--- src/rtl/sar_avg_decim_if.sv ---
// ---------------------------------------------------------------------------
// sar_avg_decim_if
// Bundles the conversion input, the averaged-result handshake and the
// overrun status of sar_avg_decim.
//   SAR_ADC_decision [N]       completed conversion code from the SAR FSM
//   conv_done                  one-cycle strobe, code valid in same cycle
//   avg_out          [N]       averaged code
//   avg_valid                  avg_out holds an unconsumed result
//   avg_ready                  downstream accepts avg_out
//   overrun                    sticky: a completed average was dropped
//   ovr_clr                    one-cycle clear of overrun
//   acc_cnt          [LOG2_AVG] conversions accumulated in current block
// Modports: slave = the averager, master = the environment driving it.
// ---------------------------------------------------------------------------
interface sar_avg_decim_if #(
    parameter int N        = 4,
    parameter int LOG2_AVG = 2
);
    logic [N-1:0]        SAR_ADC_decision;
    logic                conv_done;
    logic [N-1:0]        avg_out;
    logic                avg_valid;
    logic                avg_ready;
    logic                overrun;
    logic                ovr_clr;
    logic [LOG2_AVG-1:0] acc_cnt;

    modport slave (
        input  SAR_ADC_decision, conv_done, avg_ready, ovr_clr,
        output avg_out, avg_valid, overrun, acc_cnt
    );

    modport master (
        output SAR_ADC_decision, conv_done, avg_ready, ovr_clr,
        input  avg_out, avg_valid, overrun, acc_cnt
    );
endinterface

--- src/rtl/sar_avg_decim.sv ---
// ---------------------------------------------------------------------------
// sar_avg_decim
// Averages 2^LOG2_AVG consecutive SAR conversion codes and presents each
// average on a valid/ready output held in a one-entry buffer. A block that
// completes while the buffer is still full is dropped and flagged through
// the sticky overrun bit.
//
// Ports:
//   clk_1Mhz  single system clock, rising edge
//   reset     synchronous, active-high
//   bus       sar_avg_decim_if.slave (see interface for signal list)
//
// Parameters:
//   N         conversion code width
//   LOG2_AVG  log2 of conversions per average (1..6)
//
// Build option:
//   SAR_AVG_ROUND_EN  defined  -> round-half-up of the block average
//                     undefined -> truncation (default)
// ---------------------------------------------------------------------------
module sar_avg_decim #(
    parameter int N        = 4,
    parameter int LOG2_AVG = 2
) (
    input  logic            clk_1Mhz,
    input  logic            reset,
    sar_avg_decim_if.slave  bus
);

    // Holds the sum of 2^LOG2_AVG codes of N bits with no overflow.
    localparam int ACC_W = N + LOG2_AVG;

    typedef enum logic {
        EMPTY = 1'b0,
        FULL  = 1'b1
    } state_t;

    state_t              state_q, state_d;
    logic [ACC_W-1:0]    acc_q, acc_d;
    logic [LOG2_AVG-1:0] acc_cnt_q, acc_cnt_d;
    logic [N-1:0]        avg_out_q, avg_out_d;
    logic                overrun_q, overrun_d;

    logic [ACC_W-1:0]    sum;
    logic [N-1:0]        result;
    logic                last_conv;
    logic                complete;
    logic                transfer;
    logic                drop;

    // Divide the block sum by 2^LOG2_AVG. With rounding, the added half-LSB
    // cannot carry past ACC_W bits and the largest sum still maps to 2^N-1.
    function automatic logic [N-1:0] scale_sum(input logic [ACC_W-1:0] s);
`ifdef SAR_AVG_ROUND_EN
        return N'((s + ACC_W'(1 << (LOG2_AVG - 1))) >> LOG2_AVG);
`else
        return N'(s >> LOG2_AVG);
`endif
    endfunction

    assign sum       = acc_q + ACC_W'(bus.SAR_ADC_decision);
    assign result    = scale_sum(sum);
    assign last_conv = (acc_cnt_q == '1);
    assign complete  = bus.conv_done && last_conv;
    assign transfer  = (state_q == FULL) && bus.avg_ready;

    // Accumulator: the final strobe of a block clears it for the next one.
    always_comb begin
        acc_d     = acc_q;
        acc_cnt_d = acc_cnt_q;
        if (bus.conv_done) begin
            if (last_conv) begin
                acc_d     = '0;
                acc_cnt_d = '0;
            end else begin
                acc_d     = sum;
                acc_cnt_d = acc_cnt_q + LOG2_AVG'(1);
            end
        end
    end

    // Output buffer FSM. A completion coinciding with a transfer reloads the
    // buffer directly so the consumer sees no idle cycle.
    always_comb begin
        state_d   = state_q;
        avg_out_d = avg_out_q;
        drop      = 1'b0;
        case (state_q)
            EMPTY: begin
                if (complete) begin
                    state_d   = FULL;
                    avg_out_d = result;
                end
            end
            FULL: begin
                if (complete && transfer) begin
                    avg_out_d = result;
                end else if (complete) begin
                    drop = 1'b1;
                end else if (transfer) begin
                    state_d = EMPTY;
                end
            end
            default: state_d = EMPTY;
        endcase
    end

    // A new drop wins over a simultaneous clear.
    assign overrun_d = drop | (overrun_q & ~bus.ovr_clr);

    always_ff @(posedge clk_1Mhz) begin
        if (reset) begin
            state_q   <= EMPTY;
            acc_q     <= '0;
            acc_cnt_q <= '0;
            avg_out_q <= '0;
            overrun_q <= 1'b0;
        end else begin
            state_q   <= state_d;
            acc_q     <= acc_d;
            acc_cnt_q <= acc_cnt_d;
            avg_out_q <= avg_out_d;
            overrun_q <= overrun_d;
        end
    end

    assign bus.avg_out   = avg_out_q;
    assign bus.avg_valid = (state_q == FULL);
    assign bus.overrun   = overrun_q;
    assign bus.acc_cnt   = acc_cnt_q;

endmodule

--- src/flat_wrapper.sv ---
// flat-port wrapper written by rule: the top's interface ports become plain ports
module sar_avg_decim_flat 
#(
    parameter int N        = 4,
    parameter int LOG2_AVG = 2
)
  (clk_1Mhz, reset, bus_SAR_ADC_decision, bus_conv_done, bus_avg_ready, bus_ovr_clr, bus_avg_out, bus_avg_valid, bus_overrun, bus_acc_cnt);
  sar_avg_decim_if #(.N(N), .LOG2_AVG(LOG2_AVG)) bus_i ();
  input  logic clk_1Mhz;
  input  logic reset;
  input wire logic [$bits(bus_i.SAR_ADC_decision)-1:0] bus_SAR_ADC_decision;
  input wire logic [$bits(bus_i.conv_done)-1:0] bus_conv_done;
  input wire logic [$bits(bus_i.avg_ready)-1:0] bus_avg_ready;
  input wire logic [$bits(bus_i.ovr_clr)-1:0] bus_ovr_clr;
  output wire logic [$bits(bus_i.avg_out)-1:0] bus_avg_out;
  output wire logic [$bits(bus_i.avg_valid)-1:0] bus_avg_valid;
  output wire logic [$bits(bus_i.overrun)-1:0] bus_overrun;
  output wire logic [$bits(bus_i.acc_cnt)-1:0] bus_acc_cnt;
  assign bus_i.SAR_ADC_decision = bus_SAR_ADC_decision;
  assign bus_i.conv_done = bus_conv_done;
  assign bus_i.avg_ready = bus_avg_ready;
  assign bus_i.ovr_clr = bus_ovr_clr;
  assign bus_avg_out = bus_i.avg_out;
  assign bus_avg_valid = bus_i.avg_valid;
  assign bus_overrun = bus_i.overrun;
  assign bus_acc_cnt = bus_i.acc_cnt;
  sar_avg_decim #(.N(N), .LOG2_AVG(LOG2_AVG)) u_core (.clk_1Mhz(clk_1Mhz), .reset(reset), .bus(bus_i));
endmodule
--- config.mk ---
export PLATFORM = sky130hd
export DESIGN_NAME = sar_avg_decim_flat
export DESIGN_NICKNAME = d
export VERILOG_FILES = /design/src/rtl/sar_avg_decim_if.sv /design/src/rtl/sar_avg_decim.sv /design/src/flat_wrapper.sv
export SDC_FILE = /design/constraint.sdc
export NUM_CORES = 1
export LEC_CHECK = 0
export ABC_CLOCK_PERIOD_IN_PS = 2029
export BUFFER_PORTS_ARGS = -buffer_cell sky130_fd_sc_hd__buf_2
export CORE_UTILIZATION = 50
export CTS_CLUSTER_DIAMETER = 80
export DETAILED_ROUTE_END_ITERATION = 10
export PLACE_DENSITY = 0.74
export SETUP_SLACK_MARGIN = 0.2
export SLEW_MARGIN = 20
export SYNTH_ARGS = -nofsm -noshare
export SYNTH_HDL_FRONTEND = slang
export SYNTH_SLANG_ARGS = --single-unit
--- constraint.sdc ---
create_clock -name clk_1Mhz -period 2.03 [get_ports clk_1Mhz]
set_input_delay 0.1015 -clock clk_1Mhz [delete_from_list [all_inputs] [get_ports clk_1Mhz]]
set_output_delay 0.1015 -clock clk_1Mhz [all_outputs]
set_load 0.03 [all_outputs]
==> impl_metrics.toml <==
[run_status]
outcome = "finished clean"

[die]
rows = 13
die_x_um = 41.6
dieArea_mm2 = 0.00173
die_y_um = 41.6
top_level_ports = 17
initial_core_util_pct = 56.7
coreArea_mm2 = 0.00138

[critical_path]
cp_num_buf_inv = 1
worstPathRequired_ns = 2.24
crit_type = "register to register"
end_kind = "register"
cp.arrival_ns = 1.91
startpoint_type = "register"
cp_cell_sequence = "ha_1 > inv_1 > fa_2 > nor2b_1 > o21a_1 > or4b_1 > a31oi_1"
crit_fanout = 4
max_stage_delay_ns = 0.47
crit_family = "simple AND/OR/NAND/NOR gates"
cp_slowest_cell = "or4b_1"

[power]
power_mw = 0.578
powerDensity_mw_per_mm2 = 635
power.leakage_nw = 0.419
irDropWorstVdd_mv = 0.466

[placement]
dpl.cell_count = 118
placed_cell_area_um2 = 886
routabilityCongestion = 0.736
port-buffer-count = 16
dpl_worst_slack_ns = 0.313
hpwl_mm = 1.11

[timing]
setup_viol = 0
max_freq_mhz = 590
hold_viol = 0
layout_setup_ws_ns = 0.334
holdWs_ns = 0.126
clock_skew_ns = 0.000956
slew_headroom_pct = 76.8
tightest_slew_ns = 0.348
setup_tns_ns = 0
finalCritPeriodShare_pct = 83.6
drv_slew = 0
rsz0062_at_grt = "no"
min_period_ns = 1.70

[cts]
cts.clk_slew.worst_paths_ns = 0.08
cts_max_level = 1
clock_latency_ns = 0.28
post-cts-setup-buffer-count = 0
cts_root_buffer = "clkbuf_4"
clk_path_buf_depth = 2
cts_resized = 0
cts.sinks = 14
hold_buffers = 0
cts_tree = "yes"
cts_buffers = 3

[logic_synthesis]
synthDistinctLibCells = 35
synth_edf_count = 0
synth_nets = 103
synthArstFlopShare_pct = 0
ys_seq_area_share_pct = 35.7
synth_warnings = 0
synth.avg_cell_area_um2 = 8.91
ys.flop_type = "dfxtp_1"
syn_inst = 88
ys_ff_latch = 14
synth.cell_area_um2 = 785

[drt]
drtIter0Drc = 8
via_count = 684
drt_pre_antenna_iters = 4
drc = 0
wl_per_cell_um = 12.5
viasPerCell = 5.65
wl_mm = 1.51
antenna_left = 0

[final_layout]
drive_above_1_share_pct = 25.5
nNetsFinal = 123
area_growth_pct = 16.1
antenna_cells = 0
fin_area_um2 = 911
fin_cells = 121
fin_util_pct = 65.9

[worst_hold_path]
worstHoldPathType = "input port to register"

[run]
maxCapViolCount = 0

[global_route]
grt_use_total_pct = 19.1
antenna_found_initial = 0
grt_pass1_wl_mm = 2.55
grt_start_max_net_pins = 21
grt_remaining_overflow = 0
grt_pass1_vias = 591
==> cells in the mapped netlist (2+ instances only) <==
master | number | share of area [%]
mux2i_1 | 3 | 3.8
a31oi_1 | 2 | 1.6
nor3b_1 | 2 | 1.9
dfxtp_1 | 14 | 36
ha_1 | 5 | 8.0
o21ai_0 | 2 | 1.3
inv_1 | 4 | 1.9
a21o_1 | 2 | 1.9
clkbuf_1 | 3 | 1.4
nor2b_1 | 3 | 2.4
nand3b_1 | 4 | 3.8
nand2b_1 | 8 | 6.4
nor2_1 | 9 | 4.3
nor4_1 | 2 | 1.6
a21oi_1 | 4 | 2.6
nor3_1 | 2 | 1.3
==> flip-flops by register name, indices dropped and copies added (netlist names) <==
name	count
u_core.bus.overrun	1
u_core.bus.acc_cnt	2
u_core.bus.avg_valid	1
u_core.bus.avg_out	4
u_core.acc_q	6
==> final cells by class <==
type | instances | area, µm²
Multi-Input combinational cell | 66 | 469
Sequential cell | 14 | 283
Clock buffer | 3 | 22.5
Timing Repair Buffer | 19 | 103
Fill cell | 123 | 472
Inverter | 4 | 15.0
Tap cell | 15 | 18.8
==> metal layers <==
metal	part of all wire, %	global-route usage, %	vias up
met2	46	30.9	19
met4	1.7	9.68	0
met1	47	24.5	309
li1	-	-	352
met5	0	0	-
met3	5.1	2.61	4
==> power by group <==
part	internal [mW]	switching, mW	total (mW)
Sequential	0.291	0.0131	0.304
Combinational	0.0542	0.0650	0.119
Clock	0.0688	0.0858	0.155
Total	0.414	0.164	0.578
==> cell families (layout without fill, tap and decap cells) <==
group,Yosys count,after routing,synth area share [%]
xor+xnor,1,1,1.12
compound gates,17,17,15.0
buf+inv,8,26,4.78
flops,14,14,35.7
simple gates,39,39,29.0
mux,3,3,3.83
fa+ha+maj,6,6,10.5
==> path summary, 6_finish.rpt <==
path / start / endpoint / slack [ns] / depth (start not counted)
hold reg to reg: u_core.acc_q[0]$_SDFFE_PP0P_ / u_core.acc_q[0]$_SDFFE_PP0P_ / 0.48 / 2
setup reg to reg: u_core.acc_q[0]$_SDFFE_PP0P_ / u_core.acc_q[4]$_SDFFE_PP0P_ / 0.33 / 7
hold / removal: bus_ovr_clr / u_core.bus.overrun$_SDFF_PP0_ / 0.13 / 4
setup / recovery: u_core.acc_q[0]$_SDFFE_PP0P_ / u_core.acc_q[4]$_SDFFE_PP0P_ / 0.33 / 7
==> cells in the final DEF (no fill, tap or decap), drive strengths merged <==
cell	n
inv	4
nand3b	4
dfxtp	14
o311ai	1
nand2	2
nor3	2
a211o	1
nor2b	3
nand2b	8
nand3	1
ha	5
clkbuf	3
nor4	2
nor2	9
or3	1
fa	1
xnor2	1
a21oi	4
a22oi	1
o22a	1
a21o	2
a31oi	2
or4	1
or4b	1
a32oi	1
a221o	1
o21a	1
mux2i	3
and3	1
or2	2
o21ai	2
buf	19
nor3b	2
==> tightest hold or removal path, cell delays in order <==
cell and delay, ns:
buf_2 0.09, inv_1 0.04, a32oi_1 0.04, nor2_1 0.09
No activity file was read; power rests on OpenSTA's default activity.
